--- config.mk ---
export PLATFORM = sky130hd
export DESIGN_NAME = branch_predict_table
export DESIGN_NICKNAME = d
export VERILOG_FILES = /design/src/rtl/branch_predict_table.sv
export SDC_FILE = /design/constraint.sdc
export NUM_CORES = 1
export LEC_CHECK = 0
export ABC_CLOCK_PERIOD_IN_PS = 5200
export CAP_MARGIN = 20
export CORE_UTILIZATION = 55
export CTS_BUF_LIST = sky130_fd_sc_hd__clkbuf_4
export DETAILED_ROUTE_END_ITERATION = 16
export PLACE_DENSITY = 0.82
export SLEW_MARGIN = 20
export SYNTH_ARGS = -nofsm -noshare
export SYNTH_HDL_FRONTEND = slang
export SYNTH_SLANG_ARGS = --single-unit
--- constraint.sdc ---
create_clock -name clk -period 5.2 [get_ports clk]
set_clock_uncertainty 0.2 [all_clocks]
set_input_delay 0.78 -clock clk [delete_from_list [all_inputs] [get_ports clk]]
set_output_delay 0.78 -clock clk [all_outputs]
set_load 0.05 [all_outputs]
--- src/rtl/branch_predict_table.sv ---
// 2-bit saturating-counter branch history table with misprediction flush/redirect and statistics.
// Latency: prediction is combinational; flush/redirect and statistics are registered one cycle after the resolving edge.
module branch_predict_table #(
    parameter int INDEX_BITS = 6,
    parameter int STAT_WIDTH = 32
) (
    input  logic                  clk,
    input  logic                  reset_n,
    input  logic [31:0]           if_pc,
    output logic                  if_pred_taken,
    input  logic                  ex_valid,
    input  logic [31:0]           ex_pc,
    input  logic [31:0]           ex_target,
    input  logic                  ex_taken,
    input  logic                  ex_pred_taken,
    output logic                  flush,
    output logic [31:0]           redirect_pc,
    input  logic                  stat_clear,
    output logic [STAT_WIDTH-1:0] stat_branches,
    output logic [STAT_WIDTH-1:0] stat_mispredicts
);
    localparam int ENTRIES = 2 ** INDEX_BITS;

    logic [1:0]            ctr_q [ENTRIES];
    logic [1:0]            ex_ctr;
    logic [1:0]            ctr_d;
    logic [INDEX_BITS-1:0] if_idx;
    logic [INDEX_BITS-1:0] ex_idx;
    logic                  mispredict;
    logic                  flush_q;
    logic [31:0]           redirect_q, redirect_d;
    logic [STAT_WIDTH-1:0] branches_q, branches_d;
    logic [STAT_WIDTH-1:0] mispredicts_q, mispredicts_d;

    assign if_idx = if_pc[INDEX_BITS+1:2];
    assign ex_idx = ex_pc[INDEX_BITS+1:2];

    // Reads see the registered array, so a same-cycle update is visible only next cycle.
    assign if_pred_taken = ctr_q[if_idx][1];
    assign ex_ctr        = ctr_q[ex_idx];
    assign mispredict    = ex_valid && (ex_taken != ex_pred_taken);

    always_comb begin
        ctr_d = ex_ctr;
        if (ex_taken) begin
            if (ex_ctr != 2'b11) ctr_d = ex_ctr + 2'd1;
        end else begin
            if (ex_ctr != 2'b00) ctr_d = ex_ctr - 2'd1;
        end
    end

    always_comb begin
        redirect_d = redirect_q;
        if (mispredict) redirect_d = ex_taken ? ex_target : (ex_pc + 32'd4);
    end

    always_comb begin
        branches_d    = branches_q;
        mispredicts_d = mispredicts_q;
        if (stat_clear) begin
            branches_d    = '0;
            mispredicts_d = '0;
        end else begin
            if (ex_valid && !(&branches_q))    branches_d    = branches_q + 1'b1;
            if (mispredict && !(&mispredicts_q)) mispredicts_d = mispredicts_q + 1'b1;
        end
    end

    always_ff @(posedge clk or negedge reset_n) begin
        if (!reset_n) begin
            for (int i = 0; i < ENTRIES; i++) ctr_q[i] <= 2'b01;
        end else if (ex_valid) begin
            ctr_q[ex_idx] <= ctr_d;
        end
    end

    always_ff @(posedge clk or negedge reset_n) begin
        if (!reset_n) begin
            flush_q       <= 1'b0;
            redirect_q    <= '0;
            branches_q    <= '0;
            mispredicts_q <= '0;
        end else begin
            flush_q       <= mispredict;
            redirect_q    <= redirect_d;
            branches_q    <= branches_d;
            mispredicts_q <= mispredicts_d;
        end
    end

    assign flush            = flush_q;
    assign redirect_pc      = redirect_q;
    assign stat_branches    = branches_q;
    assign stat_mispredicts = mispredicts_q;

endmodule

* Word level (Yosys, flattened, before mapping)
Cells that the tools add are included.
** Word-level totals
- Input port bits :: 102
- Bits in registers :: 225
** Cells by class
- Bitwise logic cells :: 2
- Reduce and logical (&&, ||, !) cells :: 11
- Muxes and demuxes :: 17
- Eq/ne operators :: 2
- Magnitude comparators :: 3
- $add $sub $neg :: 5
** Operators with widths (count)
- $mux W32 :: 5
- $bwmux W128 :: 1
- $add A32 B1 Y32 const B :: 2
- $reduce_and A32 Y1 :: 2
- $add A32 B3 Y32 const B :: 1
- $bmux W2 S6 :: 2
- $mux W2 :: 8
- $ge A7 B7 Y1 const B :: 2
- $not A6 Y7 :: 2
- $demux W2 S6 :: 1
- $lt A7 B1 Y1 const B :: 1
- $reduce_bool A2 Y1 :: 3
- $logic_and A1 B1 Y1 :: 4
- $add A2 B1 Y2 const B :: 1
- $logic_not A1 Y1 :: 2
- $ne A2 B2 Y1 const B :: 1
- $sub A2 B1 Y2 const B :: 1
- $ne A1 B1 Y1 :: 1

* Longest topological paths before layout
- Depth in word-level cells :: 8
- Gate-level depth with buffers :: 10

* Least setup slack after synthesis
Ideal clock, no wire load.
- Path type :: input-to-output
- From :: input if_pc[2]
- To :: output if_pred_taken
- Path buffers :: 2
- Setup slack :: 0.869 ns
- Arrival :: 3.351 ns
- Stages :: 5
- Path through :: clkbuf_1 -> buf_1 -> mux4_2 -> mux4_2 -> mux4_2
** Between the ends
- Cells in the longest elaborated chain, start to end :: 4
** RTL lines
- start, declared :: line 9 : input logic [31:0] if_pc,
- $not A6 Y7 (implied by the code) :: line 39 : assign if_pred_taken = ctr_q[if_idx][1];
- $bmux W2 S6 :: line 39
- $mux W2 (implied by the code) (2 in a row) :: line 39
- end, declared :: line 10 : output logic if_pred_taken,
Every way passes these cells. The select of a mux whose other input is x is not followed.

* Final worst setup path
Ends and elaborated chain as after synthesis.

==> flow_summary.ini <==
[sta]
period_minus_slack_ns = 4.39
achievable-frequency_ghz = 0.228
worst_slew_margin_rel = 0.325
period_share = 0.845
finalHoldWorstSlack_ns = -0.0281
worstMarginPinSlew_ns = 1.01
finalSetupViolCount = 0
timing.final.hold_violations = 6
unrepaired_setup_endpoints_after_global_routing = false
final_max_slew_viol_count = 0
final_worst_setup_slack_ns = 0.808
timing.setup.tns_ns = 0

[layout]
layout_cell_share_with_drive_strength_beyond_1 = 0.173
synthToLayoutAreaGrowth_pct = 22.2
final_net_count = 1527
final_area_mm2 = 0.0150
final_cell_count_no_fill = 1754

[die]
chipHeight_um = 151
dieArea_mm2 = 0.0228
placementRows = 54
floorplan.initialDensity = 0.561
die_width_um = 151
core_region_area_mm2 = 0.0218
top_level_ports = 200

[clock_network]
clock-sinks = 225
cts_resized = 0
clk_pin_slew_worst_paths_ns = 0.06
cts.htree.levels = 2
clock_latency_ns = 0.70
cts_hold_repair.buffers = 0
clock_tree.buffer_depth = 3
cts-buffers-inserted = 59
tritoncts = done
cts-root-buf = sky130_fd_sc_hd__clkbuf_4
cts.repair_timing.setup_buffer_count = 0

[logic_synthesis]
synth_largest_type_area_fraction = 0.329
synth-seq-area-share = 0.467
synth_most_common_cell = sky130_fd_sc_hd__nor2_1
synth_warn = 0
syn_nets = 1353
yosys-top-cells-count = sky130_fd_sc_hd__nor2_1 (254), sky130_fd_sc_hd__dfrtp_1 (161), sky130_fd_sc_hd__a31oi_1 (128)
postSynthAreaPerCell_um2 = 9.80
yosysTopAreaCell = sky130_fd_sc_hd__dfrtp_1
total_standard_cell_area_after_synthesis_mm2 = 0.0122
ys_dominant_reg_cell = sky130_fd_sc_hd__dfrtp_1
netlist_instances = 1248
netlist_top_cells_area = sky130_fd_sc_hd__dfrtp_1 (33%), sky130_fd_sc_hd__dfstp_2 (14%), sky130_fd_sc_hd__mux4_2 (9.0%)
ys_seq_elements = 225
synth_async_sr_flop_share = 1.00
synthDistinctLibCells = 54
synth_edf_count = 0

[worst_setup_path]
reg2reg_slack_ns = 2.12
critical_path.reg2reg.endpoint = ctr_q[48]$_DFFE_PN1P_
largest_delay_contributor_family_on_the_critical_path = multiplexers
worst_path_cell_trace = clkdlybuf4s50_1 > buf_4 > mux4_2 > mux4_2 > mux4_2 > buf_4
worst-setup-path-type = input pin to primary output
timing.critical_path.required_ns = 4.22
worstReg2RegStart = ctr_q[49]$_DFFE_PN0P_
worst-path-buf-inv = 3
ff2ff_path_depth = 7
startpoint_type = input pin
end_kind = primary output
critical_path_depth = 6
critPathMaxStageDelay_ns = 0.59
crit_arrival_ns = 3.41
cp_max_fo = 16
critical_path.slowest_cell = sky130_fd_sc_hd__mux4_2
cpMostUsedCell = sky130_fd_sc_hd__mux4_2

[min_path]
holdCritPathClass = input pin to asynchronous set/reset pin

[routing]
drt-total-wl_um = 33900
detail_route.vias_per_cell = 6.23
drt.antenna.violating_nets = 0
drtIter0Drc = 1160
drc_errors = 0
num_vias = 10928
drt_first_pass_iters = 9
wl_per_cell_um = 19.4

[outcome]
violated_checks = hold timing
result_of_the_run = complete, but fails checks

[placed_design]
finalWeightedCongestion = 0.890
placement.io_buffers = 173
detailed_place.area_mm2 = 0.0141
place_inst = 1640
dp.final_hpwl_um = 22500
placement.setup.worst_slack_ns = 0.694

[global_routing]
largest_net_degree_at_the_start_of_global_routing = 127
grt_overflow_total = 0
grt_usage = 0.298
grt_antenna_before_repair = 1
grt_pass1_vias = 10204
grt_pass1_wl_um = 53300

[power]
irDropWorstVdd_mv = 0.154
cellPowerDensity_mw_per_mm2 = 339
static-leakage-power_nw = 5.79

[flow_run]
cap_violations = 0
[report_power, final]
part           total, mW  internal, mW  switching, mW
clock network       1.60         0.868          0.731
registers           2.26          2.08          0.178
logic               1.21         0.499          0.707
total               5.06          3.45           1.62
[kinds of logic after synthesis]
kind of cell	share of synthesized area
AND/OR/NAND/NOR	0.203
AO/OA/AOI/OAI	0.132
flip-flops	0.467
buffers and inverters	0.0370
multiplexers	0.111
XOR/XNOR	0.0480
adder cells (fa/ha/maj)	0.00307
[worst max-delay path by stage]
stage                         from               endpoint
after floorplan           if_pc[2]          if_pred_taken
after global placement    ex_pc[2]  ctr_q[34]$_DFFE_PN1P_
after detailed placement  ex_pc[2]  ctr_q[76]$_DFFE_PN1P_
after CTS                 if_pc[2]          if_pred_taken
after global routing      if_pc[2]          if_pred_taken
final                     if_pc[2]          if_pred_taken
[cell usage in the layout, fill, tap and decap left out, drive strengths merged, types with 30 or more instances in the layout]
cell type      synthesis  routed
nor2                 254     254
clkdlybuf4s50          0     167
dfrtp                161     161
a31oi                128     128
clkbuf                41      94
nand2                 80      80
dfstp                 64      64
mux4                  49      49
nand3                 47      47
o21ai                 47      47
xnor2                 40      40
a21oi                 39      39
buf                   43      30
[layer usage]
| layer | track usage | wire length [um] | up-vias |
|---|---|---|---|
| met3 | 0.0726 | 3420 | 76 |
| li1 | - | - | 4998 |
| met4 | 0.113 | 850 | 0 |
| met1 | 0.391 | 13200 | 5288 |
| met5 | 0 | 0 | - |
| met2 | 0.477 | 16500 | 566 |
[through the flow]
step | total power [mW] | utilization
final | 5.06 | 0.685
after global placement | 3.42 | 0.648
after detailed placement | 3.47 | 0.648
after floorplan | 3.04 | -
after CTS | 5.09 | 0.684
after global routing | 5.31 | 0.685
[cell type report]
cell class	instances	area [um2]
diodes	1	2.50
clock buffers	94	706
clock inverters	18	96.3
fillers	1650	6870
inverters	12	45.0
multi-input cells	927	6100
flip-flops and latches	225	5710
well taps	280	350
repair buffers	197	1940
[sequential cells by signal, summed over array words and instances, names as in the netlist]
register / cells
ctr_q: 128
flush: 1
redirect_pc: 32
stat_branches: 32
stat_mispredicts: 32
No activity file was read; power rests on OpenSTA's default activity.
